**src/rtl/softmax_pkg.sv**
```systemverilog
// Shared types and fp16 helpers for the softmax front end.
// fp16_add is the combinational lane adder used when SOFTMAX_MAX_SUB_EN is defined.
package softmax_pkg;

  localparam logic [15:0]  FP16_NEG_INF  = 16'hFC00;
  localparam int unsigned  INFO_LAST_BIT = 15;

  typedef enum logic [2:0] {
    ST_IDLE  = 3'd0,
    ST_LOAD  = 3'd1,
    ST_CLEAR = 3'd2,
    ST_DEN   = 3'd3,
    ST_WAIT  = 3'd4,
    ST_NUM   = 3'd5
  } state_e;

  // Monotonic ordering key: unsigned compare of keys orders fp16 values, +0 above -0.
  function automatic logic [15:0] fp16_key(input logic [15:0] x);
    return x[15] ? ~x : (x | 16'h8000);
  endfunction

  // fp16 a+b, round to nearest even, subnormals supported.
  function automatic logic [15:0] fp16_add(input logic [15:0] a, input logic [15:0] b);
    logic [15:0] big, sml;
    logic [4:0]  eb, es, d;
    logic [13:0] mb, ms, ms_sh, lost;
    logic [14:0] s;
    logic [5:0]  e;
    logic [11:0] m;
    logic        rnd;
    if (a[14:0] >= b[14:0]) begin
      big = a;
      sml = b;
    end else begin
      big = b;
      sml = a;
    end
    eb    = (big[14:10] == 5'd0) ? 5'd1 : big[14:10];
    es    = (sml[14:10] == 5'd0) ? 5'd1 : sml[14:10];
    d     = eb - es;
    mb    = {|big[14:10], big[9:0], 3'b000};
    ms    = {|sml[14:10], sml[9:0], 3'b000};
    ms_sh = ms >> d;
    lost  = ms & ((14'd1 << d) - 14'd1);
    ms_sh[0] = ms_sh[0] | (|lost);
    if (big[15] == sml[15]) s = {1'b0, mb} + {1'b0, ms_sh};
    else                    s = {1'b0, mb} - {1'b0, ms_sh};
    e = {1'b0, eb};
    if (s[14]) begin
      s = {1'b0, s[14:2], s[1] | s[0]};
      e = e + 6'd1;
    end
    for (int i = 0; i < 13; i++) begin
      if (!s[13] && (e > 6'd1)) begin
        s = s << 1;
        e = e - 6'd1;
      end
    end
    rnd = s[2] & (s[1] | s[0] | s[3]);
    m   = {1'b0, s[13:3]} + 12'(rnd);
    if (m[11]) begin
      m = m >> 1;
      e = e + 6'd1;
    end
    if (&big[14:10])
      return (((&sml[14:10]) && (big[15] != sml[15])) || (|big[9:0])) ? 16'h7E00 : big;
    if (s == 15'd0) return {a[15] & b[15], 15'd0};
    if (e >= 6'd31) return {big[15], 5'h1F, 10'd0};
    return {big[15], (m[10] ? e[4:0] : 5'd0), m[9:0]};
  endfunction

endpackage

```
**src/rtl/softmax_row_feeder_if.sv**
```systemverilog
// Score-in / replay-out bus between the score producer, the row feeder and softmax.
interface softmax_row_feeder_if #(
  parameter int unsigned DATA_WIDTH = 16,
  parameter int unsigned DATA_NUM   = 4,
  parameter int unsigned INFO_WIDTH = 20
);
  logic                           in_vld;
  logic                           in_rdy;
  logic [DATA_NUM*DATA_WIDTH-1:0] in_data;
  logic                           in_last;
  logic [INFO_WIDTH-1:0]          in_info;
  logic                           sum_clear;
  logic                           denomintor_out_vld;
  logic                           numerator_out_vld;
  logic [DATA_NUM*DATA_WIDTH-1:0] data_out;
  logic [INFO_WIDTH-1:0]          info_out;
  logic                           denomintor_sum_ok;

  modport master (
    output in_vld, in_data, in_last, in_info, denomintor_sum_ok,
    input  in_rdy, sum_clear, denomintor_out_vld, numerator_out_vld, data_out, info_out
  );

  modport slave (
    input  in_vld, in_data, in_last, in_info, denomintor_sum_ok,
    output in_rdy, sum_clear, denomintor_out_vld, numerator_out_vld, data_out, info_out
  );
endinterface

```
**src/rtl/softmax_row_buf.sv**
```systemverilog
// Row storage: one write port, asynchronous read, storage not reset.
module softmax_row_buf #(
  parameter int unsigned DEPTH = 16,
  parameter int unsigned WIDTH = 64,
  parameter int unsigned AW    = 4
) (
  input  logic             clk,
  input  logic             we,
  input  logic [AW-1:0]    waddr,
  input  logic [WIDTH-1:0] wdata,
  input  logic [AW-1:0]    raddr,
  output logic [WIDTH-1:0] rdata_c
);
  logic [WIDTH-1:0] mem [DEPTH];

  always_ff @(posedge clk) begin
    if (we) mem[waddr] <= wdata;
  end

  assign rdata_c = mem[raddr];
endmodule

```
**src/rtl/softmax_row_feeder.sv**
```systemverilog
// Buffers one score row, then replays it twice (denominator, numerator) for softmax.
// SOFTMAX_MAX_SUB_EN: track the row max and subtract it from every replayed lane.
module softmax_row_feeder
  import softmax_pkg::*;
#(
  parameter int unsigned DATA_WIDTH = 16,
  parameter int unsigned DATA_NUM   = 4,
  parameter int unsigned INFO_WIDTH = 20,
  parameter int unsigned MAX_BEATS  = 16
) (
  input  logic                clk,
  input  logic                rst_n,
  softmax_row_feeder_if.slave bus,
  output logic                busy,
  output logic                err_overflow
);
  localparam int unsigned       ADDR_W    = $clog2(MAX_BEATS);
  localparam int unsigned       ROW_W     = DATA_NUM * DATA_WIDTH;
  localparam logic [ADDR_W-1:0] LAST_SLOT = ADDR_W'(MAX_BEATS - 1);

  state_e                state;
  logic [ADDR_W-1:0]     wr_cnt, rd_cnt, last_idx;
  logic [INFO_WIDTH-1:0] tag, info_c, info_q;
  logic [ROW_W-1:0]      rd_data_c, sub_c, data_q;
  logic                  in_rdy_q, sum_clear_q, den_vld_q, num_vld_q, err_q, ok_seen;
  logic                  xfer_c, rd_last_c, row_end_c;

  assign xfer_c    = bus.in_vld & in_rdy_q;
  assign rd_last_c = (rd_cnt == last_idx);
  assign row_end_c = bus.in_last | (wr_cnt == LAST_SLOT);

  softmax_row_buf #(.DEPTH(MAX_BEATS), .WIDTH(ROW_W), .AW(ADDR_W)) u_buf (
    .clk     (clk),
    .we      (xfer_c),
    .waddr   (wr_cnt),
    .wdata   (bus.in_data),
    .raddr   (rd_cnt),
    .rdata_c (rd_data_c)
  );

`ifdef SOFTMAX_MAX_SUB_EN
  logic [15:0] rowmax, beat_max_c, neg_max_c;
  logic [15:0] lvl [DATA_NUM];

  function automatic logic [15:0] fp16_max(input logic [15:0] a, input logic [15:0] b);
    return (fp16_key(b) > fp16_key(a)) ? b : a;
  endfunction

  // Pairwise reduction tree over the lanes of the incoming beat.
  always_comb begin
    for (int i = 0; i < int'(DATA_NUM); i++) lvl[i] = bus.in_data[i*DATA_WIDTH +: 16];
    for (int s = 1; s < int'(DATA_NUM); s = s * 2)
      for (int i = 0; i + s < int'(DATA_NUM); i = i + 2 * s)
        lvl[i] = fp16_max(lvl[i], lvl[i+s]);
    beat_max_c = lvl[0];
  end

  always_ff @(posedge clk) begin
    if (!rst_n)                           rowmax <= FP16_NEG_INF;
    else if (state == ST_NUM && rd_last_c) rowmax <= FP16_NEG_INF;
    else if (xfer_c)                      rowmax <= fp16_max(rowmax, beat_max_c);
  end

  // Negating the max lets the shared adder do the subtraction.
  assign neg_max_c = {~rowmax[15], rowmax[14:0]};
  for (genvar g = 0; g < DATA_NUM; g++) begin : g_sub
    assign sub_c[g*DATA_WIDTH +: DATA_WIDTH] = fp16_add(rd_data_c[g*DATA_WIDTH +: DATA_WIDTH], neg_max_c);
  end
`else
  assign sub_c = rd_data_c;
`endif

  always_comb begin
    info_c                = tag;
    info_c[INFO_LAST_BIT] = rd_last_c;
    info_c[ADDR_W-1:0]    = rd_cnt;
  end

  always_ff @(posedge clk) begin
    if (!rst_n) begin
      state       <= ST_IDLE;
      wr_cnt      <= '0;
      rd_cnt      <= '0;
      last_idx    <= '0;
      tag         <= '0;
      ok_seen     <= 1'b0;
      in_rdy_q    <= 1'b1;
      sum_clear_q <= 1'b0;
      den_vld_q   <= 1'b0;
      num_vld_q   <= 1'b0;
      err_q       <= 1'b0;
      data_q      <= '0;
      info_q      <= '0;
    end else begin
      sum_clear_q <= 1'b0;
      den_vld_q   <= 1'b0;
      num_vld_q   <= 1'b0;
      err_q       <= 1'b0;
      case (state)
        ST_IDLE, ST_LOAD: begin
          in_rdy_q <= 1'b1;
          if (xfer_c) begin
            if (wr_cnt == '0) tag <= bus.in_info;
            if (row_end_c) begin
              err_q    <= ~bus.in_last;
              last_idx <= wr_cnt;
              wr_cnt   <= '0;
              in_rdy_q <= 1'b0;
              state    <= ST_CLEAR;
            end else begin
              wr_cnt <= wr_cnt + ADDR_W'(1);
              state  <= ST_LOAD;
            end
          end
        end
        ST_CLEAR: begin
          sum_clear_q <= 1'b1;
          rd_cnt      <= '0;
          state       <= ST_DEN;
        end
        ST_DEN: begin
          den_vld_q <= 1'b1;
          data_q    <= sub_c;
          info_q    <= info_c;
          if (rd_last_c) begin
            rd_cnt  <= '0;
            ok_seen <= bus.denomintor_sum_ok;
            state   <= ST_WAIT;
          end else begin
            rd_cnt <= rd_cnt + ADDR_W'(1);
          end
        end
        ST_WAIT: begin
          if (ok_seen || bus.denomintor_sum_ok) begin
            ok_seen <= 1'b0;
            state   <= ST_NUM;
          end
        end
        ST_NUM: begin
          num_vld_q <= 1'b1;
          data_q    <= sub_c;
          info_q    <= info_c;
          if (rd_last_c) begin
            rd_cnt <= '0;
            state  <= ST_IDLE;
          end else begin
            rd_cnt <= rd_cnt + ADDR_W'(1);
          end
        end
        default: state <= ST_IDLE;
      endcase
    end
  end

  assign bus.in_rdy             = in_rdy_q;
  assign bus.sum_clear          = sum_clear_q;
  assign bus.denomintor_out_vld = den_vld_q;
  assign bus.numerator_out_vld  = num_vld_q;
  assign bus.data_out           = data_q;
  assign bus.info_out           = info_q;
  assign busy                   = (state != ST_IDLE);
  assign err_overflow           = err_q;
endmodule
```
**src/flat_wrapper.sv**
```systemverilog
// flat-port wrapper written by rule: the top's interface ports become plain ports
module softmax_row_feeder_flat import softmax_pkg::*;
#(
  parameter int unsigned DATA_WIDTH = 16,
  parameter int unsigned DATA_NUM   = 4,
  parameter int unsigned INFO_WIDTH = 20,
  parameter int unsigned MAX_BEATS  = 16
)
  (clk, rst_n, busy, err_overflow, bus_in_vld, bus_in_data, bus_in_last, bus_in_info, bus_denomintor_sum_ok, bus_in_rdy, bus_sum_clear, bus_denomintor_out_vld, bus_numerator_out_vld, bus_data_out, bus_info_out);
  softmax_row_feeder_if #(.DATA_WIDTH(DATA_WIDTH), .DATA_NUM(DATA_NUM), .INFO_WIDTH(INFO_WIDTH)) bus_i ();
  input  logic clk;
  input  logic rst_n;
  output logic busy;
  output logic err_overflow;
  input wire logic [$bits(bus_i.in_vld)-1:0] bus_in_vld;
  input wire logic [$bits(bus_i.in_data)-1:0] bus_in_data;
  input wire logic [$bits(bus_i.in_last)-1:0] bus_in_last;
  input wire logic [$bits(bus_i.in_info)-1:0] bus_in_info;
  input wire logic [$bits(bus_i.denomintor_sum_ok)-1:0] bus_denomintor_sum_ok;
  output wire logic [$bits(bus_i.in_rdy)-1:0] bus_in_rdy;
  output wire logic [$bits(bus_i.sum_clear)-1:0] bus_sum_clear;
  output wire logic [$bits(bus_i.denomintor_out_vld)-1:0] bus_denomintor_out_vld;
  output wire logic [$bits(bus_i.numerator_out_vld)-1:0] bus_numerator_out_vld;
  output wire logic [$bits(bus_i.data_out)-1:0] bus_data_out;
  output wire logic [$bits(bus_i.info_out)-1:0] bus_info_out;
  assign bus_i.in_vld = bus_in_vld;
  assign bus_i.in_data = bus_in_data;
  assign bus_i.in_last = bus_in_last;
  assign bus_i.in_info = bus_in_info;
  assign bus_i.denomintor_sum_ok = bus_denomintor_sum_ok;
  assign bus_in_rdy = bus_i.in_rdy;
  assign bus_sum_clear = bus_i.sum_clear;
  assign bus_denomintor_out_vld = bus_i.denomintor_out_vld;
  assign bus_numerator_out_vld = bus_i.numerator_out_vld;
  assign bus_data_out = bus_i.data_out;
  assign bus_info_out = bus_i.info_out;
  softmax_row_feeder #(.DATA_WIDTH(DATA_WIDTH), .DATA_NUM(DATA_NUM), .INFO_WIDTH(INFO_WIDTH), .MAX_BEATS(MAX_BEATS)) u_core (.clk(clk), .rst_n(rst_n), .bus(bus_i), .busy(busy), .err_overflow(err_overflow));
endmodule
```
**config.mk**
```make
export PLATFORM = sky130hd
export DESIGN_NAME = softmax_row_feeder_flat
export DESIGN_NICKNAME = d
export VERILOG_FILES = /design/src/rtl/softmax_pkg.sv /design/src/rtl/softmax_row_feeder_if.sv /design/src/rtl/softmax_row_buf.sv /design/src/rtl/softmax_row_feeder.sv /design/src/flat_wrapper.sv
export SDC_FILE = /design/constraint.sdc
export NUM_CORES = 1
export LEC_CHECK = 0
export ABC_AREA = 1
export CAP_MARGIN = 30
export CORE_MARGIN = 2
export CORE_UTILIZATION = 32
export DETAILED_ROUTE_END_ITERATION = 8
export PLACE_DENSITY = 0.59
export SKIP_LAST_GASP = 1
export SYNTH_ARGS = -nofsm -noshare
export SYNTH_HDL_FRONTEND = slang
export SYNTH_HIERARCHICAL = 1
export SYNTH_SLANG_ARGS = --single-unit
```
**constraint.sdc**
```tcl
create_clock -name clk -period 5.6 [get_ports clk]
set_input_delay 1.12 -clock clk [delete_from_list [all_inputs] [get_ports clk]]
set_output_delay 1.12 -clock clk [all_outputs]
set_load 0.02 [all_outputs]
```
== Word level (Yosys, flattened, before mapping) ==
Memory sizes are Yosys's and may differ from the RTL's. A register that Yosys moved wholly into a read port is not among the register bits.
Cells that the tools add are included.
Operators by class
  reductions and logical operators: 15
  bitwise gates (word level): 3
  $add $sub $neg: 2
  eq/ne operators: 11
  mux-type cells: 19
Operators by type and width (count)
  $pmux W3 S5: 1
  $mux W3: 4
  $mux W1: 9
  $reduce_and A3 Y1: 3
  $add A4 B1 Y4 const B: 2
  $mux W4: 2
  $pmux W4 S2: 1
  $reduce_and A4 Y1: 2
  $eq A3 B2 Y1 const B: 2
  $eq A3 B3 Y1 const B: 2
  $ne A2 B1 Y1 const B: 3
  $eq A4 B4 Y1: 1
  $eq A4 B4 Y1 const B: 1
  $logic_not A4 Y1: 1
  $reduce_bool A2 Y1: 2
  $reduce_or A2 Y1: 2
  $eq A3 B1 Y1 const B: 1
  $logic_not A3 Y1: 1
  $reduce_bool A3 Y1: 1
  $mux W2: 1
  $ne A2 B2 Y1 const B: 1
  $pmux W1 S2: 1
  $reduce_and A2 Y1: 1
  $and A1 B1 Y1: 1
  other kinds (4): 4
Word-level totals
  memories: 1
  memory bits (writable): 1024
  register bits after elaboration: 61
  input bits: 89
  output and inout bits: 90
Memories
  u_core.u_buf.mem: depth 16, bits a word 64, read ports 1, clocked after memory_dff 1, wr ports 1, RTL line softmax_row_buf.sv:14  | logic [WIDTH-1:0] mem [DEPTH];

== Longest topological paths before layout ==
  depth after elaboration: 5
  gate-level depth with buffers: 12

== By module ==
The synthesis kept the hierarchy.
Modules (own cells, without submodules)
  softmax_row_buf: instances 1, cells an instance 4146, area each 44004.7 um^2
  softmax_row_feeder: instances 1, cells an instance 560, area each 4416.7 um^2

== Least setup slack after synthesis ==
OpenSTA, ideal clock, no wires.
  kind: input to register
  from: input port bus_in_vld
  to: memory u_core.u_buf.mem[12][0] (enable)
  path slack: 950 ps
  stages on the path: 4
  buffers on the path: 0
  library setup time: 487 ps
  data arrival time: 4164 ps
  cells stage by stage: nand2_1 inv_1 nand3_1 nor2_1
Between the ends
  longest elaborated chain between the ends: 3
RTL lines
  start, declared: RTL line flat_wrapper.sv:15  | input wire logic [$bits(bus_i.in_vld)-1:0] bus_in_vld;
  $and A1 B1 Y1: RTL line softmax_row_feeder.sv:28  | assign xfer_c = bus.in_vld & in_rdy_q;
  net u_core.xfer_c: RTL line softmax_row_feeder.sv:26  | logic xfer_c, rd_last_c, row_end_c;
  $mux W1: RTL line softmax_row_buf.sv:17  | if (we) mem[waddr] <= wdata;
  $mux W1 (implied by the code): RTL line softmax_row_buf.sv:17
  end, declared: RTL line softmax_row_buf.sv:14
The timed path passes the listed nets, and every way through them passes these cells.

==> results.md <==
| Quantity | Reported |
| --- | --- |
| Full die area | 154400 sq um |
| Antenna violations before repair | 19 |
| Vias in the first global route | 30216 |
| Area growth from synthesis to final layout | 15.12% |
| Total leakage power | 22.81 nW |
| Power density over cell area | 356.2 nW/um^2 |
| Final Wtd Congestion | 0.7301 |
| Data arrival time of the critical path | 3.99 ns |
| CTS clock-pin slew for the worst setup and hold paths | 0.06 ns |
| Post-Synthesis Cells | 4706 |
| Post-detailed-route count of antenna-violating nets | 0 |
| Worst Clk Skew | 0.03860 ns |
| Category of the worst setup path capture point | flop |
| Effective utilization at floorplan | 0.3229 |
| DP Worst Slack | 1.897 ns |
| Fillcell total | 14594 |
| Final cycle utilization of the critical path | 0.6042 |
| Kind of start point of the critical path | flop |
| Root buf cell | clkbuf_16 |
| Smallest setup slack after layout | 2.216 ns |
| I/O pin count | 179 |
| Top delay family on crit path | buffers and inverters |
| Number of stages on the worst hold path | 2 |
| Mean area per synthesized cell | 10.29 sq um |
| Number of max-capacitance violations reported | 0 |
| Worst Reg-to-Reg Cells | 10 |
| Reg-to-reg endpoint | u_core/bus.data_out[10] |
| CTS Buffer Depth | 3 |
| Launch point of the critical path | u_core/rd_cnt[0] |
| Cell-by-cell listing of the critical path | inv_16 -> buf_16 -> buf_4 -> nand2_1 -> nand3_1 -> nand3_1 -> nand3_1 -> nand2_1 -> nor2_1 -> nor2_1 |
| WP depth | 10 |
| Cts hold-fix bufs | 0 |
| DRC violation count after routing | 0 |
| Critical path buffer and inverter count | 3 |
| Max Fclk | 0.2955 GHz |
| Overall overflow remaining after global route | 0 |
| I/O Buffers | 173 |
| Total design power | 0.01986 W |
| Post CTS Setup Buffer Count | 0 |
| Source of the worst hold timing path | u_core/tag[14] |
| Maximum vdd drop | 0.0002987 V |
| Hold Fails Final Rpt | 0 |
| Via count of the routed design | 31477 |
| Wirelength, routed | 122300 um |
| Ratio of routed vias to standard cells | 4.534 |
| Final Max Slew Viols | 0 |
| Share of layout cells above drive strength 1 | 0.05574 |
| Warning count from the yosys run | 6 |
| Period minus WS final | 3.384 ns |
| Slack of the worst reg-to-reg path | 2.22 ns |
| First-pass GRT wire length | 184600 um |
| Average detailed-routed wire length per instance | 17.62 um |
| Slowest Stage Delay on Critical Path | 0.67 ns |
| Number of unique standard cell types used by synthesis | 31 |
| Setup repair after global routing missed its margin | no |
| TritonCTS Sinks | 1144 |
| Remaining max-slew budget at the tightest pin | 0.3250 |
| Die H | 393.0 um |
| Worst min-delay path class | flop to flop |
| Die W | 393.0 um |
| Final HPWL from detailed placement | 64550 um |
| Layout net count | 4909 |
| Count of cells resized by post-cts repair | 0 |
| Largest net degree at the start of global routing | 262 |
| Proportion of synthesized chip area in sequential cells | 0.6847 |
| Post-synth net total | 4798 |
| Combined global-route utilization of all metal layers | 0.1571 |
| Final setup viols | 0 |
| Standard-cell rows | 142 |
| Post-Syn Area | 48420 sq um |
| CP max-delay cell | buf_4 |
| Termination of the worst setup path | u_core/bus.data_out[10] |
| Worst-margin pin slew | 1.012 ns |
| Type of the setup path with the least slack | flop to flop |
| Deepest level of the CTS H-tree | 3 |
| Result of the run | complete, no violations |
| Drt initial violations | 2393 |
| Core Footprint | 150000 sq um |
| Number of buffers created by CTS | 117 |
| Required @ worst endpoint | 6.20 ns |
| CTS tree | yes |
| Reg2Reg Launch Point | u_core/rd_cnt[0] |
| Largest fanout on the critical path | 155 |
| Drt pass-1 iters | 6 |
| Total negative slack for setup checks | 0 ns |
| Critical path's most frequent cell | nand3_1 |
| Clock latency on the worst-skew pair | 0.76 ns |
| Flip-flop and latch count after synthesis | 1144 |
## worst min path at each step
stage | to | slack (ns)
2_1_floorplan | u_core/bus.info_out[4] | 0.43
3_3_place_gp | u_core/bus.info_out[18] | 0.44
3_5_place_dp | u_core/bus.info_out[14] | 0.44
4_1_cts | u_core/bus.info_out[13] | 0.45
5_1_grt | u_core/bus.info_out[14] | 0.47
6_report | u_core/tag[14] | 0.45
## cell usage after synthesis, drive strengths merged
library cell,instances,area share
a21oi,46,0.0048
buf,207,0.029
clkbuf,37,0.0029
clkinv,1,0.000077
dfxtp,120,0.050
edfxtp,1024,0.64
ha,3,0.00078
inv,812,0.063
nand2,1391,0.11
nand3,784,0.081
nand3b,2,0.00031
nand4,1,0.00013
nor2,168,0.013
nor3,1,0.00010
nor3b,1,0.00016
o21ai,102,0.011
o22ai,3,0.00039
or2,1,0.00013
xor2,2,0.00036
## cell families after synthesis
family / after synthesis / share of synthesized area
and+or+nand+nor: 2349 / 0.2035
DFF: 1144 / 0.6847
buffers and inverters: 1057 / 0.09504
AOI/OAI and AO/OA: 151 / 0.01568
adders and majority gates: 3 / 0.0007753
xor gates and xnor gates: 2 / 0.0003618
## cell usage in the layout (no fill, tap or decap), types with 17 or more instances in the layout
cell type        count
a21oi_1             46
buf_4               56
clkbuf_1            25
clkbuf_16          117
clkdlybuf4s50_1    172
clkinv_1            20
clkinv_2            26
dfxtp_1            116
edfxtp_1          1024
inv_1              805
nand2_1           1389
nand3_1            781
nor2_1             149
nor2_4              17
o21ai_0            100
## layer usage
metal  global-route usage  part of all wire  vias up  routed length [um]
met2               0.2674              0.49      735               59980
met1               0.2027              0.43    15104               52950
met5                    0           0.00075        -                  92
met4              0.05768             0.023       14                2863
met3              0.02308             0.053      179                6433
li1                     -                 -    15445                   -
## worst min-delay path, delay by kind of cell (launching register included)
family / cells / cell delay (ns)
buffers and inverters: 1 / 0.06
DFF: 1 / 0.30
AOI/OAI and AO/OA: 1 / 0.05
## sequential cells by signal, indices dropped and copies added (netlist names)
signal	flops
u_core/u_buf/mem	1024
u_core/bus.data_out	64
u_core/bus.info_out	20
u_core/tag	15
u_core/last_idx	4
u_core/rd_cnt	4
u_core/wr_cnt	4
u_core/state	3
u_core/bus.denomintor_out_vld	1
u_core/bus.in_rdy	1
u_core/bus.numerator_out_vld	1
u_core/bus.sum_clear	1
u_core/err_overflow	1
u_core/ok_seen	1
## metrics by stage
stage,utilization,area (sq um),cells,hold WS (ns)
floorplan,-,48420,4706,0.4292
global placement,0.3457,51840,6713,0.4363
detailed placement,0.3457,51840,6713,0.4424
CTS,0.3714,55690,6931,0.4495
global route,0.3717,55740,6940,0.4667
finish,0.3717,55740,6943,0.4484
## report_power, final
part           internal [W]  switching, W
Clock               0.00445       0.00333
Combinational      0.000752       0.00149
Sequential          0.00968      0.000159
Total                0.0149       0.00498
## cell type report
class / instances / area [sq um] / share of cell area
diodes: 11 / 27.53 / 0.0004938
clock buffers: 148 / 3104 / 0.05569
clock inverters: 70 / 740.7 / 0.01329
inverters: 813 / 3085 / 0.05535
multi-input cells: 2505 / 10790 / 0.1935
flip-flops and latches: 1144 / 33170 / 0.5950
well taps: 2016 / 2522 / 0.04525
repair buffers: 236 / 2310 / 0.04143
Power figures use the tool's default switching activity.
